===== src/rtl/light_monitor.sv =====
// Passive checker for the two-road light bus: decodes the phase, enforces order,
// conflict-freedom and phase durations, and keeps sticky error flags plus statistics.
module light_monitor #(
  parameter int GREEN_TICKS  = 8,
  parameter int YELLOW_TICKS = 2,
  parameter int CYC_W        = 16
) (
  input  logic             clk,
  input  logic             rst_n,
  input  logic             tick,
  input  logic [2:0]       light1,
  input  logic [2:0]       light2,
  input  logic             clr_err,
  output logic [1:0]       phase,
  output logic             phase_valid,
  output logic             err_seq,
  output logic             err_conflict,
  output logic             err_timing,
  output logic [7:0]       last_dur,
  output logic [CYC_W-1:0] cycle_cnt
);

  localparam logic [5:0] PAIR_OFF = 6'o00;
  localparam logic [5:0] PAIR_P0  = 6'o42;
  localparam logic [5:0] PAIR_P1  = 6'o46;
  localparam logic [5:0] PAIR_P2  = 6'o24;
  localparam logic [5:0] PAIR_P3  = 6'o64;
  localparam logic [7:0] GREEN_DUR  = 8'(GREEN_TICKS);
  localparam logic [7:0] YELLOW_DUR = 8'(YELLOW_TICKS);

  typedef enum logic {S_IDLE = 1'b0, S_RUN = 1'b1} state_t;

  state_t           r_state, w_state_nxt;
  logic [5:0]       r_prev_pair;
  logic [1:0]       r_phase, w_phase_nxt;
  logic [7:0]       r_dur, w_dur_nxt;
  logic [7:0]       r_last, w_last_nxt;
  logic [CYC_W-1:0] r_cyc, w_cyc_nxt;
  logic             r_first, w_first_nxt;
  logic             r_err_seq, r_err_conf, r_err_tim;
  logic             w_set_seq, w_set_tim;

  logic [5:0] w_pair;
  logic       w_change, w_is_phase, w_is_off, w_legal, w_conflict;
  logic [1:0] w_pair_phase;
  logic [7:0] w_dur_inc, w_dur_final, w_exp_dur;

  assign w_pair   = {light1, light2};
  assign w_change = (w_pair != r_prev_pair);
  assign w_is_off = (w_pair == PAIR_OFF);

  always_comb begin
    w_is_phase   = 1'b1;
    w_pair_phase = 2'd0;
    case (w_pair)
      PAIR_P0: w_pair_phase = 2'd0;
      PAIR_P1: w_pair_phase = 2'd1;
      PAIR_P2: w_pair_phase = 2'd2;
      PAIR_P3: w_pair_phase = 2'd3;
      default: w_is_phase   = 1'b0;
    endcase
  end

  assign w_legal     = w_is_phase && (w_pair_phase == r_phase + 2'd1);
  assign w_conflict  = (light1 != 3'd4) && (light1 != 3'd0) &&
                       (light2 != 3'd4) && (light2 != 3'd0);
  // A tick arriving together with the change still belongs to the old phase.
  assign w_dur_inc   = (r_dur == 8'hFF) ? r_dur : r_dur + 8'd1;
  assign w_dur_final = tick ? w_dur_inc : r_dur;
  assign w_exp_dur   = r_phase[0] ? YELLOW_DUR : GREEN_DUR;

  always_comb begin
    w_state_nxt = r_state;
    w_phase_nxt = r_phase;
    w_dur_nxt   = w_dur_final;
    w_last_nxt  = r_last;
    w_cyc_nxt   = r_cyc;
    w_first_nxt = r_first;
    w_set_seq   = 1'b0;
    w_set_tim   = 1'b0;
    case (r_state)
      S_IDLE: begin
        w_dur_nxt = 8'd0;
        if (w_change) begin
          if (!w_is_phase && !w_is_off) begin
            w_set_seq = 1'b1;
          end else if (w_is_phase && (w_pair_phase == 2'd0)) begin
            w_state_nxt = S_RUN;
            w_phase_nxt = 2'd0;
            w_first_nxt = 1'b1;
          end
        end
      end
      S_RUN: begin
        if (w_change) begin
          if (w_legal) begin
            w_last_nxt  = w_dur_final;
            w_set_tim   = !r_first && (w_dur_final != w_exp_dur);
            w_phase_nxt = w_pair_phase;
            w_dur_nxt   = 8'd0;
            w_first_nxt = 1'b0;
            if (r_phase == 2'd3) w_cyc_nxt = r_cyc + CYC_W'(1);
          end else begin
            w_set_seq   = 1'b1;
            w_state_nxt = S_IDLE;
            w_dur_nxt   = 8'd0;
          end
        end
      end
      default: w_state_nxt = S_IDLE;
    endcase
  end

  always_ff @(posedge clk or negedge rst_n) begin
    if (!rst_n) begin
      r_state     <= S_IDLE;
      r_prev_pair <= PAIR_OFF;
      r_phase     <= 2'd0;
      r_dur       <= 8'd0;
      r_last      <= 8'd0;
      r_cyc       <= '0;
      r_first     <= 1'b0;
      r_err_seq   <= 1'b0;
      r_err_conf  <= 1'b0;
      r_err_tim   <= 1'b0;
    end else begin
      r_state     <= w_state_nxt;
      r_prev_pair <= w_pair;
      r_phase     <= w_phase_nxt;
      r_dur       <= w_dur_nxt;
      r_last      <= w_last_nxt;
      r_cyc       <= w_cyc_nxt;
      r_first     <= w_first_nxt;
      // A new error event wins over a coincident clear.
      r_err_seq   <= w_set_seq  | (r_err_seq  & ~clr_err);
      r_err_conf  <= w_conflict | (r_err_conf & ~clr_err);
      r_err_tim   <= w_set_tim  | (r_err_tim  & ~clr_err);
    end
  end

  assign phase        = r_phase;
  assign phase_valid  = (r_state == S_RUN);
  assign err_seq      = r_err_seq;
  assign err_conflict = r_err_conf;
  assign err_timing   = r_err_tim;
  assign last_dur     = r_last;
  assign cycle_cnt    = r_cyc;

endmodule

===== config.mk =====
export PLATFORM = sky130hd
export DESIGN_NAME = light_monitor
export DESIGN_NICKNAME = d
export VERILOG_FILES = /design/src/rtl/light_monitor.sv
export SDC_FILE = /design/constraint.sdc
export NUM_CORES = 1
export LEC_CHECK = 0
export ABC_AREA = 1
export ABC_CLOCK_PERIOD_IN_PS = 3550
export CAP_MARGIN = 30
export CORE_MARGIN = 10
export CORE_UTILIZATION = 41
export CTS_BUF_LIST = sky130_fd_sc_hd__clkbuf_8 sky130_fd_sc_hd__clkbuf_16
export CTS_CLUSTER_SIZE = 24
export DETAILED_ROUTE_END_ITERATION = 12
export HOLD_SLACK_MARGIN = 0.08
export PLACE_DENSITY = 0.69
export SETUP_SLACK_MARGIN = 0.2
export SLEW_MARGIN = 20
export SYNTH_ARGS = -nofsm -noshare
export SYNTH_HDL_FRONTEND = slang
export SYNTH_SLANG_ARGS = --single-unit
export TNS_END_PERCENT = 1

===== constraint.sdc =====
create_clock -name clk -period 3.55 [get_ports clk]
set_input_delay 0.71 -clock clk [delete_from_list [all_inputs] [get_ports clk]]
set_output_delay 0.71 -clock clk [all_outputs]
set_load 0.01 [all_outputs]

==> results.py <==
metrics = {
    "worst_setup_path": {
        "cpMostUsedCell": "nand2_2",
        "worstPathArrival_ns": 2.61,
        "worstPathRequired_ns": 3.73,
        "end_kind": "flip-flop",
        "path_buf_inv": 2,
        "slowest_delay_ns": 0.57,
        "crit_family": "simple AND/OR/NAND/NOR gates",
        "crit_type": "primary input to flip-flop",
        "path_max_fanout": 30,
        "worst_setup_path_start_kind": "primary input",
        "critPathSlowestCell": "clkdlybuf4s50_1",
        "worstPathCellList": "clkdlybuf4s50_1 > inv_1 > nand2_2 > nor2_2 > nand2_2 > nand2_1 > nand2_2 > nand2_2 > nor2_4 > nand3_4 > nand2_2 > o21ai_2",
    },
    "sta": {
        "drv_slew": 0,
        "setup_viol": 0,
        "rsz0062_at_grt": "no",
        "final_hold_viol_count": 0,
        "fin_setup_tns_ns": 0,
        "maxSlewHeadroom_pct": 66.32,
        "fin_skew_ns": 0.006602,
        "worst_pin_slew_ns": 0.5052,
        "min_period_ns": 2.439,
        "fin_ws_ns": 1.111,
        "post-route-period-util_pct": 68.71,
        "fmax_ghz": 0.4100,
    },
    "power": {
        "p_int_mw": 0.7749,
        "clock_power_share_pct": 36.6,
        "seq_power_share_pct": 52.4,
        "leakagePower_nw": 1.384,
        "switching_share_pct": 24.34,
        "power_mw": 1.024,
        "switching_power_mw": 0.2493,
        "power.density_nw_per_um2": 324.1,
        "peakVddDrop_v": 0.0001879,
        "comb_power_share_pct": 11.0,
    },
    "clocking": {
        "cts_hold_buf": 0,
        "tritoncts": "done",
        "numCtsBuffers": 5,
        "cts.sink_count": 45,
        "max-clock-path-buffers": 2,
        "clock_latency_ns": 0.30,
        "clk_pin_slew_ns": 0.08,
        "clock_tree.htree_level_count": 2,
        "cts_setup_buffers": 0,
        "cts_resized": 0,
        "root_buffer": "clkbuf_8",
    },
    "global_routing": {
        "grt_max_degree": 31,
        "grt_pass1_wl_um": 9501,
        "grt.total_usage_pct": 11.38,
        "overflow": 0,
        "antenna_found_initial": 0,
        "grt_pass1_vias": 2036,
    },
    "min_path": {
        "min_path_type": "primary input to asynchronous set/reset pin",
    },
    "place": {
        "port_buffers": 39,
        "dp_slack_ns": 0.7699,
        "dp_hpwl_um": 4223,
        "gp_congestion": 0.8630,
        "placed_cells": 431,
    },
    "detailed_routing": {
        "viasPerCell": 4.799,
        "drc": 0,
        "drt_wl_total_um": 5479,
        "dr.pass1.iters": 4,
        "via_count": 2102,
        "ant_nets": 0,
        "dr.first_iter.drc_count": 110,
        "wl_per_cell_um": 12.51,
    },
    "layout": {
        "final_common_cell": "nand2_1",
        "instances_no_fill": 438,
        "area_growth_pct": 20.80,
        "fillers": 639,
        "drive_above_1_share_pct": 17.45,
        "mostFrequentLayoutCells": "nand2_1, dfrtp_1, clkdlybuf4s50_1",
        "insertedDiodeCount": 0,
        "layout.nets": 374,
    },
    "die": {
        "die_h_um": 99.88,
        "die_area_um2": 9976,
        "dieWidth_um": 99.88,
        "initial_core_util_pct": 41.68,
        "num_io_pins": 40,
        "core_area_um2": 6277,
        "rows": 29,
    },
    "logic_synthesis": {
        "synthDominantCellAreaShare_pct": 43.04,
        "yosysWarnings": 0,
        "seq_area_frac_synth_pct": 43.04,
        "synth.net_count": 333,
        "synthCells": 320,
        "ys_top_cells_by_area": "dfrtp_1, nand2_1, nand2_2",
        "yosysTopAreaCell": "dfrtp_1",
        "ys_seq_elements": 45,
        "ys_types": 29,
        "avgSynthCellArea_um2": 8.176,
        "syn_area_um2": 2616,
    },
    "run": {
        "cap_violations": 0,
    },
    "outcome": {
        "status": "finished clean",
    },
}
[power groups by stage]
stage               Clock [mW]  Combinational, mW  Sequential (mW)
floorplan                    0             0.0546            0.549
global placement             0              0.111            0.547
detailed placement           0              0.116            0.547
CTS                      0.387              0.116            0.537
global route             0.410              0.127            0.539
finish                   0.375              0.113            0.537
[cell usage after synthesis (all sizes together)]
master and number:
inv 40, xor2 12, or2 3, nor3b 1, nand4 6, dfrtp 45, xnor2 6, a21o 1
nand3 29, nor3 6, ha 3, nor4 1, nor2 32, a31oi 1, buf 6, o21ai 23
nand3b 2, nand2 103
[kinds of logic (layout without fill, tap and decap cells)]
group / Yosys count / after routing / share of synthesized area (%)
buf+inv: 46 / 87 / 8.082
flops: 45 / 45 / 43.04
xor+xnor: 18 / 18 / 6.026
fa+ha+maj: 3 / 3 / 1.435
simple gates: 183 / 183 / 34.48
compound gates: 25 / 25 / 6.935
[path summary, 6_finish.rpt]
check / cells after the start / to / slack [ns] / startpoint
worst min-delay path: 1 / r_prev_pair[0] / 0.33 / rst_n
worst max register to register: 8 / cycle_cnt[5] / 1.62 / phase[0]
min in group clk: 2 / last_dur[6] / 0.50 / last_dur[6]
worst min register to register: 2 / last_dur[6] / 0.50 / last_dur[6]
max in group asynchronous: 2 / cycle_cnt[9] / 2.72 / rst_n
worst max-delay path: 12 / cycle_cnt[5] / 1.11 / light1[1]
[per-layer routing]
layer | GRT usage [%] | vias to the layer above | wire length [µm]
met3 | 3.022 | 6 | 227
met2 | 19.21 | 31 | 2696
met1 | 13.71 | 980 | 2481
met5 | 0 | - | 0
met4 | 3.638 | 0 | 74
li1 | - | 1085 | -
[through the flow]
step           hold WS (ns)  utilization (%)  area (µm²)
5_1_grt              0.3496            50.35        3161
2_1_floorplan        0.4144                -        2616
6_report             0.3272            50.35        3161
4_1_cts              0.3367            50.35        3161
3_5_place_dp         0.4814            48.69        3057
3_3_place_gp         0.4716            48.38        3037
[final cells by class]
type                       instances  area (µm²)  area share [%]
inverter                          40       150.1           4.751
tap                               77       96.34           3.048
timing repair buffer              40       405.4           12.83
clock inverter                     2       35.03           1.108
multi-input combinational        229        1279           40.46
sequential                        45        1126           35.63
clock buffer                       5       68.82           2.177
[registers in the layout (all words and copies together), names as in the netlist]
register,count
cycle_cnt,16
err_conflict,1
err_seq,1
err_timing,1
last_dur,8
phase,2
phase_valid,1
r_dur,8
r_first,1
r_prev_pair,6
(Power assumes the default switching activity.)
